[config.mk]
export PLATFORM = sky130hd
export DESIGN_NAME = voice_allocator
export DESIGN_NICKNAME = d
export VERILOG_FILES = /design/src/rtl/audio_synth_pkg.sv /design/src/rtl/voice_select.sv /design/src/rtl/voice_allocator.sv
export SDC_FILE = /design/constraint.sdc
export NUM_CORES = 1
export LEC_CHECK = 0
export ABC_AREA = 0
export CAP_MARGIN = 40
export CELL_PAD_IN_SITES_DETAIL_PLACEMENT = 2
export CELL_PAD_IN_SITES_GLOBAL_PLACEMENT = 2
export CORE_ASPECT_RATIO = 1.25
export CORE_UTILIZATION = 38
export DETAILED_ROUTE_END_ITERATION = 12
export PLACE_DENSITY_LB_ADDON = 0.1
export RECOVER_POWER = 50
export SLEW_MARGIN = 40
export SYNTH_ARGS = -nofsm -noshare
export SYNTH_HDL_FRONTEND = slang
export SYNTH_SLANG_ARGS = --single-unit
[constraint.sdc]
create_clock -name clk -period 6.8 [get_ports clk]
set_clock_uncertainty 0.05 [all_clocks]
set_input_delay 2.04 -clock clk [delete_from_list [all_inputs] [get_ports clk]]
set_output_delay 2.04 -clock clk [all_outputs]
set_load 0.01 [all_outputs]
[src/rtl/audio_synth_pkg.sv]
// Shared constants and types for the keypad-to-voice polyphony path.
package audio_synth_pkg;
  localparam int NUM_KEYS   = 14;
  localparam int NUM_VOICES = 4;
  localparam int KEY_W      = 4;
  localparam int VIDX_W     = (NUM_VOICES > 1) ? $clog2(NUM_VOICES) : 1;
  localparam int AGE_W      = VIDX_W;

  typedef logic [KEY_W-1:0]      key_idx_t;
  typedef logic [NUM_VOICES-1:0] voice_mask_t;
  typedef logic [VIDX_W-1:0]     voice_idx_t;
  typedef logic [AGE_W-1:0]      age_t;
endpackage

[src/rtl/voice_select.sv]
// Combinational voice picker: lowest free voice and, with VOICE_STEAL_EN, the oldest voice.
module voice_select
  import audio_synth_pkg::*;
(
  input  voice_mask_t active,
`ifdef VOICE_STEAL_EN
  input  age_t        ages [NUM_VOICES],
  output voice_idx_t  oldest_idx,
`endif
  output voice_idx_t  free_idx,
  output logic        free_vld
);

  always_comb begin
    free_idx = '0;
    free_vld = 1'b0;
    // Descending walk so the lowest inactive index is the last one written.
    for (int v = NUM_VOICES - 1; v >= 0; v--) begin
      if (!active[v]) begin
        free_idx = voice_idx_t'(v);
        free_vld = 1'b1;
      end
    end
  end

`ifdef VOICE_STEAL_EN
  age_t best_age;

  // Strict compare keeps the lowest index on equal ages.
  always_comb begin
    best_age   = ages[0];
    oldest_idx = '0;
    for (int v = 1; v < NUM_VOICES; v++) begin
      if (ages[v] > best_age) begin
        best_age   = ages[v];
        oldest_idx = voice_idx_t'(v);
      end
    end
  end
`endif

endmodule

[src/rtl/voice_allocator.sv]
// Polyphony controller: scans synchronized keys one per cycle and binds them to voices.
// Define VOICE_STEAL_EN to steal the oldest voice instead of dropping a press.
module voice_allocator #(
  parameter int NUM_KEYS   = audio_synth_pkg::NUM_KEYS,
  parameter int NUM_VOICES = audio_synth_pkg::NUM_VOICES,
  parameter int KEY_W      = audio_synth_pkg::KEY_W
) (
  input  logic                        clk,
  input  logic                        n_rst,
  input  logic [NUM_KEYS-1:0]         keypad_i,
  output logic [NUM_VOICES-1:0]       voice_active_o,
  output logic [NUM_VOICES*KEY_W-1:0] voice_key_o,
  output logic [NUM_VOICES-1:0]       voice_start_o,
  output logic [NUM_VOICES-1:0]       voice_stop_o,
  output logic                        dropped_o
);
  import audio_synth_pkg::*;

  logic [NUM_KEYS-1:0] key_meta_p0;
  logic [NUM_KEYS-1:0] key_s_p1;
  logic [KEY_W-1:0]    scan_idx;
  voice_mask_t         active_q;
  logic [KEY_W-1:0]    key_tab [NUM_VOICES];

  logic       key_on, owned, free_vld;
  logic       alloc_vld, drop_req, release_req;
  voice_idx_t owner_idx, free_idx, alloc_idx;

`ifdef VOICE_STEAL_EN
  localparam age_t AGE_MAX = age_t'(NUM_VOICES - 1);
  age_t       age_q [NUM_VOICES];
  voice_idx_t oldest_idx;
`endif

  voice_select u_select (
    .active     (active_q),
`ifdef VOICE_STEAL_EN
    .ages       (age_q),
    .oldest_idx (oldest_idx),
`endif
    .free_idx   (free_idx),
    .free_vld   (free_vld)
  );

  // Stage p1 -> evaluation: decide the single table action for key scan_idx.
  always_comb begin
    key_on    = key_s_p1[scan_idx];
    owned     = 1'b0;
    owner_idx = '0;
    for (int v = NUM_VOICES - 1; v >= 0; v--) begin
      if (active_q[v] && key_tab[v] == scan_idx) begin
        owned     = 1'b1;
        owner_idx = voice_idx_t'(v);
      end
    end
    alloc_vld   = key_on && !owned && free_vld;
    alloc_idx   = free_idx;
    drop_req    = key_on && !owned && !free_vld;
`ifdef VOICE_STEAL_EN
    if (key_on && !owned && !free_vld) begin
      alloc_vld = 1'b1;
      alloc_idx = oldest_idx;
    end
    drop_req    = 1'b0;
`endif
    release_req = !key_on && owned;
  end

  // Stage p0/p1: two-flop synchronizer; then scan counter, voice table and strobes.
  always_ff @(posedge clk or negedge n_rst) begin
    if (!n_rst) begin
      key_meta_p0   <= '0;
      key_s_p1      <= '0;
      scan_idx      <= '0;
      active_q      <= '0;
      voice_start_o <= '0;
      voice_stop_o  <= '0;
      dropped_o     <= 1'b0;
      for (int v = 0; v < NUM_VOICES; v++) key_tab[v] <= '0;
    end else begin
      key_meta_p0   <= keypad_i;
      key_s_p1      <= key_meta_p0;
      scan_idx      <= (scan_idx == KEY_W'(NUM_KEYS - 1)) ? '0 : scan_idx + KEY_W'(1);
      voice_start_o <= '0;
      voice_stop_o  <= '0;
      dropped_o     <= 1'b0;
      if (alloc_vld) begin
        active_q[alloc_idx]      <= 1'b1;
        key_tab[alloc_idx]       <= scan_idx;
        voice_start_o[alloc_idx] <= 1'b1;
      end else if (drop_req) begin
        dropped_o <= 1'b1;
      end else if (release_req) begin
        active_q[owner_idx]     <= 1'b0;
        voice_stop_o[owner_idx] <= 1'b1;
      end
    end
  end

`ifdef VOICE_STEAL_EN
  // The newly bound voice becomes youngest; other live voices age, saturating.
  always_ff @(posedge clk or negedge n_rst) begin
    if (!n_rst) begin
      for (int v = 0; v < NUM_VOICES; v++) age_q[v] <= '0;
    end else if (alloc_vld) begin
      for (int v = 0; v < NUM_VOICES; v++) begin
        if (voice_idx_t'(v) == alloc_idx)
          age_q[v] <= '0;
        else if (active_q[v] && age_q[v] != AGE_MAX)
          age_q[v] <= age_q[v] + age_t'(1);
      end
    end
  end
`endif

  assign voice_active_o = active_q;

  always_comb begin
    voice_key_o = '0;
    for (int v = 0; v < NUM_VOICES; v++) voice_key_o[v*KEY_W +: KEY_W] = key_tab[v];
  end

endmodule

# Word-level counts from Yosys, hierarchy flattened

Index checks and enable logic that the tools add are counted.

Bits in registers: 61
Logic and storage cells: 80
Output and inout port bits: 29

Eq/ne operators: 6
Add/subtract/negate cells: 1
Multiplexer cells: 35
Magnitude comparators: 7
Reduce and logical (&&, ||, !) cells: 16
Bitwise gates (word level): 4

Operator list:

| operator                                                    | count |
|---|---|
| two-way mux 4 bit                                           | 9 |
| bitwise mux 16 bit                                          | 1 |
| equality test 4 bit                                         | 4 |
| two-way mux 2 bit                                           | 8 |
| two-way mux 1 bit                                           | 13 |
| logical AND 1 bit                                           | 11 |
| demux 4 bit (select 2 bit)                                  | 1 |
| less-than comparator 2 x 3 -> 1 bit (second input constant) | 2 |
| less-than comparator 4 x 5 -> 1 bit (second input constant) | 1 |
| adder 4 x 1 -> 4 bit (second input constant)                | 1 |
| bitwise AND 4 bit                                           | 1 |
| binary-select mux 1 bit (select 4 bit)                      | 1 |
| demux 1 bit (select 2 bit)                                  | 2 |
| equality test 4 bit (second input constant)                 | 1 |
| >= comparator 2 x 1 -> 1 bit (second input constant)        | 2 |
| NOT 4 bit                                                   | 1 |
| bitwise OR 4 bit                                            | 1 |
| >= comparator 3 bit (second input constant)                 | 1 |
| logical NOT 1 bit                                           | 3 |
| less-than comparator 3 x 1 -> 1 bit (second input constant) | 1 |
| NOT 2 -> 3 bit                                              | 1 |
| inequality test 2 bit (second input constant)               | 1 |
| AND reduction 2 bit                                         | 1 |
| nonzero test 2 bit                                          | 1 |

# Logic depth before layout (Yosys ltp)

Depth in word-level cells: 15
Mapped depth: 9
Mapped depth without buffers: 6

# Modules after synthesis

From an unflattened synthesis, not the netlist that was laid out.

Cells, all modules: 172
Area total of the unflattened synthesis: 2361.0 um2

Modules (own cells, without submodules):

| module          | seq. area each (um2) | times used | cells an instance | area an instance (um2) |
|---|---|---|---|---|
| voice_allocator | 1526.5               | 1          | 167               | 2332.2 |
| voice_select    | 0.0                  | 1          | 5                 | 28.8 |

# Worst setup path before layout

Ideal clock, no wire load.

Kind: flip-flop to output port
From: register active_q[1] (netlist: voice_active_o[1])
To: output port voice_active_o[1]
Stages on the path, launching flop included: 1
Arrival: 0.455 ns
Setup slack: 4.255 ns
Required time: 4.710 ns
Path through: dfrtp_1

RTL lines:

| what                            | RTL line              | text |
|---|---|---|
| start, declared                 | voice_allocator.sv:22 | `voice_mask_t active_q;` |
| start signal, assigned          | voice_allocator.sv:75 | `active_q <= '0;` |
| start signal, assigned by index | voice_allocator.sv:88 | `active_q[alloc_idx] <= 1'b1;` |
| start signal, assigned by index | voice_allocator.sv:94 | `active_q[owner_idx] <= 1'b0;` |
| end, declared                   | voice_allocator.sv:11 | `output logic [NUM_VOICES-1:0] voice_active_o,` |

No word-level cell between the ends.

# Final worst setup path

From: register active_q[1] (netlist: voice_active_o[1])
To: output port voice_active_o[1]

No word-level cell between the ends.

==> impl_metrics.json <==
{
  "result_of_the_run": "finished clean",
  "internal_power_uw": 844,
  "power_switching_share": 0.296,
  "syn_to_final_growth_pct": 28.2,
  "tightestPinTransition_ns": 0.868,
  "hpwl_um": 3500,
  "syn_area_sq_um": 2410,
  "drive_above_1_share": 0.183,
  "p_seq_frac": 0.420,
  "async_set_reset_flop_share_out_of_synthesis": 1.00,
  "cts_inserted_buffers": 9,
  "start_util": 0.391,
  "mean_post_synth_cell_area_sq_um": 14.3,
  "n_antenna_cell": 0,
  "floorplan.die_area_sq_um": 6670,
  "number_of_antenna_violations_at_the_first_check_in_global_routing": 0,
  "total_nets_after_synthesis": 185,
  "die_x_extent_um": 73.2,
  "yosys_warnings": 0,
  "gr-usage-met3": 0.0400,
  "drt-vias-per-instance": 4.87,
  "clock_tree.htree_level_count": 3,
  "grt_start_max_net_pins": 62,
  "final.period_utilization": 0.513,
  "detail_route.iter0.violations": 74,
  "worst_r2r_startpoint": "scan_idx[0]$_DFF_PN0_",
  "slowest_cell_on_crit_path": "clkdlybuf4s50_1",
  "globalplace.congestion": 0.726,
  "detail_route.wl_per_cell_um": 16.8,
  "reg2reg_depth": 5,
  "via_count": 1479,
  "cpPeakStageDelay_ns": 0.59,
  "crit_path_start_kind": "register",
  "cell_breakdown_of_the_critical_path": "clkdlybuf4s50_1",
  "multi_input_comb_area_sq_um": 782,
  "synth.distinct_cells": 40,
  "synth_flop_cell": "dfrtp_1",
  "grt_first_pass_wirelength_um": 8740,
  "postSynthRegisterBits": 61,
  "timing.max_cap.violations": 0,
  "fin_tns_setup_ns": 0,
  "cts_post_setup_buffers_inserted": 0,
  "hold_path.class": "register to register",
  "timing_max_transition_violations_final": 0,
  "hold_ws_ns": 0.295,
  "clock_tree.buffer_depth": 2,
  "period_needed_ns": 3.49,
  "cts_resized": 0,
  "global_route.usage.met1": 0.210,
  "synth-seq-area-share": 0.633,
  "r2r_slack_ns": 3.66,
  "die_outline_height_um": 91.1,
  "power.static_leakage_nw": 1.37,
  "clk_latency_ns": 0.34,
  "finalWirelength_um": 5110,
  "synthesis.instances": 169,
  "vdd_ir_drop_max_mv": 0.178,
  "pwr-share-comb": 0.311,
  "global_route_total_usage_across_every_layer": 0.182,
  "rsz0062_at_grt": "no",
  "filler_instances": 613,
  "crit_type": "register to primary output",
  "clk_pin_slew_worst_paths_ns": 0.07,
  "clock_sink_count": 61,
  "post-route-drc-count": 0,
  "design.core.area_sq_um": 6170,
  "power_per_cell_area_nw_per_um2": 388,
  "edff_count_synth": 0,
  "core.rowCount": 32,
  "sequential_cell_area_sq_um": 1530,
  "hold_path.startpoint": "key_meta_p0[4]$_DFF_PN0_",
  "post_cts_hold_buffer_count": 0,
  "postRouteAntennaNets": 0,
  "root_buffer": "clkbuf_8",
  "maxClockFrequency_ghz": 0.286,
  "gr-max-usage-layer": "met2",
  "timing.critical_path.max_delay_family": "buffers and inverters",
  "grt_pass1_vias": 1700,
  "worstPathBufferInverterCount": 1,
  "crit_fanout": 6,
  "cp.required_ns": 4.71,
  "drt-pass1-iter-count": 4,
  "slew_headroom": 0.421,
  "grt-ovfl-total": 0,
  "setup_viol_count_final": 0,
  "hold-path-cell-count": 0,
  "final-hold-violation-count": 0,
  "worstReg2RegEnd": "voice_key_o[2]$_DFFE_PN0P_",
  "nNetsFinal": 231,
  "pwr-share-clk": 0.269,
  "critical_path.endpoint_type": "primary output",
  "terminating_pin_of_the_worst_hold_path": "key_s_p1[4]$_DFF_PN0_",
  "crit_arrival_ns": 1.40,
  "port_buffers": 44,
  "num_io_pins": 45,
  "p_sw_uw": 355,
  "tritoncts": "done",
  "use_met2": 0.297
}
[kinds of logic after synthesis]
family | Yosys count | synth area share
buffers and inverters | 20 | 0.0451
and+or+nand+nor | 34 | 0.0919
DFF | 61 | 0.633
muxes | 22 | 0.127
xor gates and xnor gates | 13 | 0.0503
AOI/OAI and AO/OA | 19 | 0.0524
[cell usage in the layout, fill, tap and decap left out, drive strengths merged, types with 2 or more instances in the layout]
cell type and n:
mux2i 4, nor2 2, clkbuf 14, nand2 8, or3 2, mux4 3, dlygate4sd3 14, nor3 4
nand3 3, xnor2 8, a21oi 3, nor4 3, and3 5, inv 10, dfrtp 61, clkdlybuf4s50 29
mux2 15, xor2 5, buf 2, o21ai 8
[stage by stage]
step	instance area (sq um)	std cells	utilization	power, mW	setup slack (ns)
final	3090	304	0.501	1.20	3.31
after floorplan	2410	169	-	0.703	4.25
after global placement	2890	289	0.469	0.868	3.70
after CTS	3090	304	0.501	1.22	3.28
after global routing	3090	304	0.501	1.27	3.25
after detailed placement	2900	289	0.470	0.891	3.66
[final cells by class]
type / count / share of cell area
clock buffers: 14 / 0.0526
multi-input cells: 88 / 0.253
inverters: 10 / 0.0121
repair buffers: 45 / 0.144
clock inverters: 1 / 0.00971
flip-flops and latches: 61 / 0.494
well taps: 85 / 0.0344
[cell usage after synthesis (2+ instances only)]
cell type / count / area [sq um]
nor3_1: 4 / 20.0
o21ai_0: 7 / 35.0
nand3_1: 3 / 15.0
mux2_4: 8 / 120
and3_1: 5 / 31.3
buf_4: 2 / 15.0
xnor2_1: 8 / 70.1
a21oi_1: 3 / 15.0
buf_6: 3 / 33.8
dfrtp_1: 61 / 1530
nor2_1: 2 / 7.51
mux2i_1: 4 / 40.0
mux2_2: 7 / 78.8
clkbuf_1: 2 / 7.51
inv_1: 9 / 33.8
nor4_4: 2 / 42.5
xor2_1: 4 / 35.0
or3_1: 2 / 12.5
mux4_2: 3 / 67.6
buf_2: 3 / 15.0
nand2_1: 8 / 30.0
[flip-flops by register name (all words and copies together), names as in the netlist]
name and count:
dropped_o 1, key_meta_p0 14, key_s_p1 14, scan_idx 4, voice_active_o 4, voice_key_o 16, voice_start_o 4, voice_stop_o 4
[worst max-delay path by stage]
stage | startpoint | end | slack [ns] | cells after the start
floorplan | voice_active_o[1]$_DFFE_PN0P_ | voice_active_o[1] | 4.25 | 0
global placement | voice_active_o[1]$_DFFE_PN0P_ | voice_active_o[1] | 3.70 | 1
detailed placement | voice_active_o[1]$_DFFE_PN0P_ | voice_active_o[1] | 3.66 | 1
CTS | voice_active_o[1]$_DFFE_PN0P_ | voice_active_o[1] | 3.28 | 1
global route | voice_active_o[0]$_DFFE_PN0P_ | voice_active_o[0] | 3.25 | 1
finish | voice_active_o[1]$_DFFE_PN0P_ | voice_active_o[1] | 3.31 | 1
[power groups by stage]
| stage | registers, mW | clock network [mW] | logic, mW |
|---|---|---|---|
| after detailed placement | 0.512 | 0 | 0.379 |
| after CTS | 0.507 | 0.335 | 0.382 |
| final | 0.504 | 0.323 | 0.373 |
| after floorplan | 0.527 | 0 | 0.175 |
| after global placement | 0.502 | 0 | 0.366 |
| after global routing | 0.515 | 0.351 | 0.405 |
[routing by layer]
metal / vias up / wire length (um)
met1: 759 / 2060
li1: 667 / -
met2: 41 / 2730
met5: - / 0
met4: 0 / 142
met3: 12 / 175
Power figures use the tool's default switching activity.
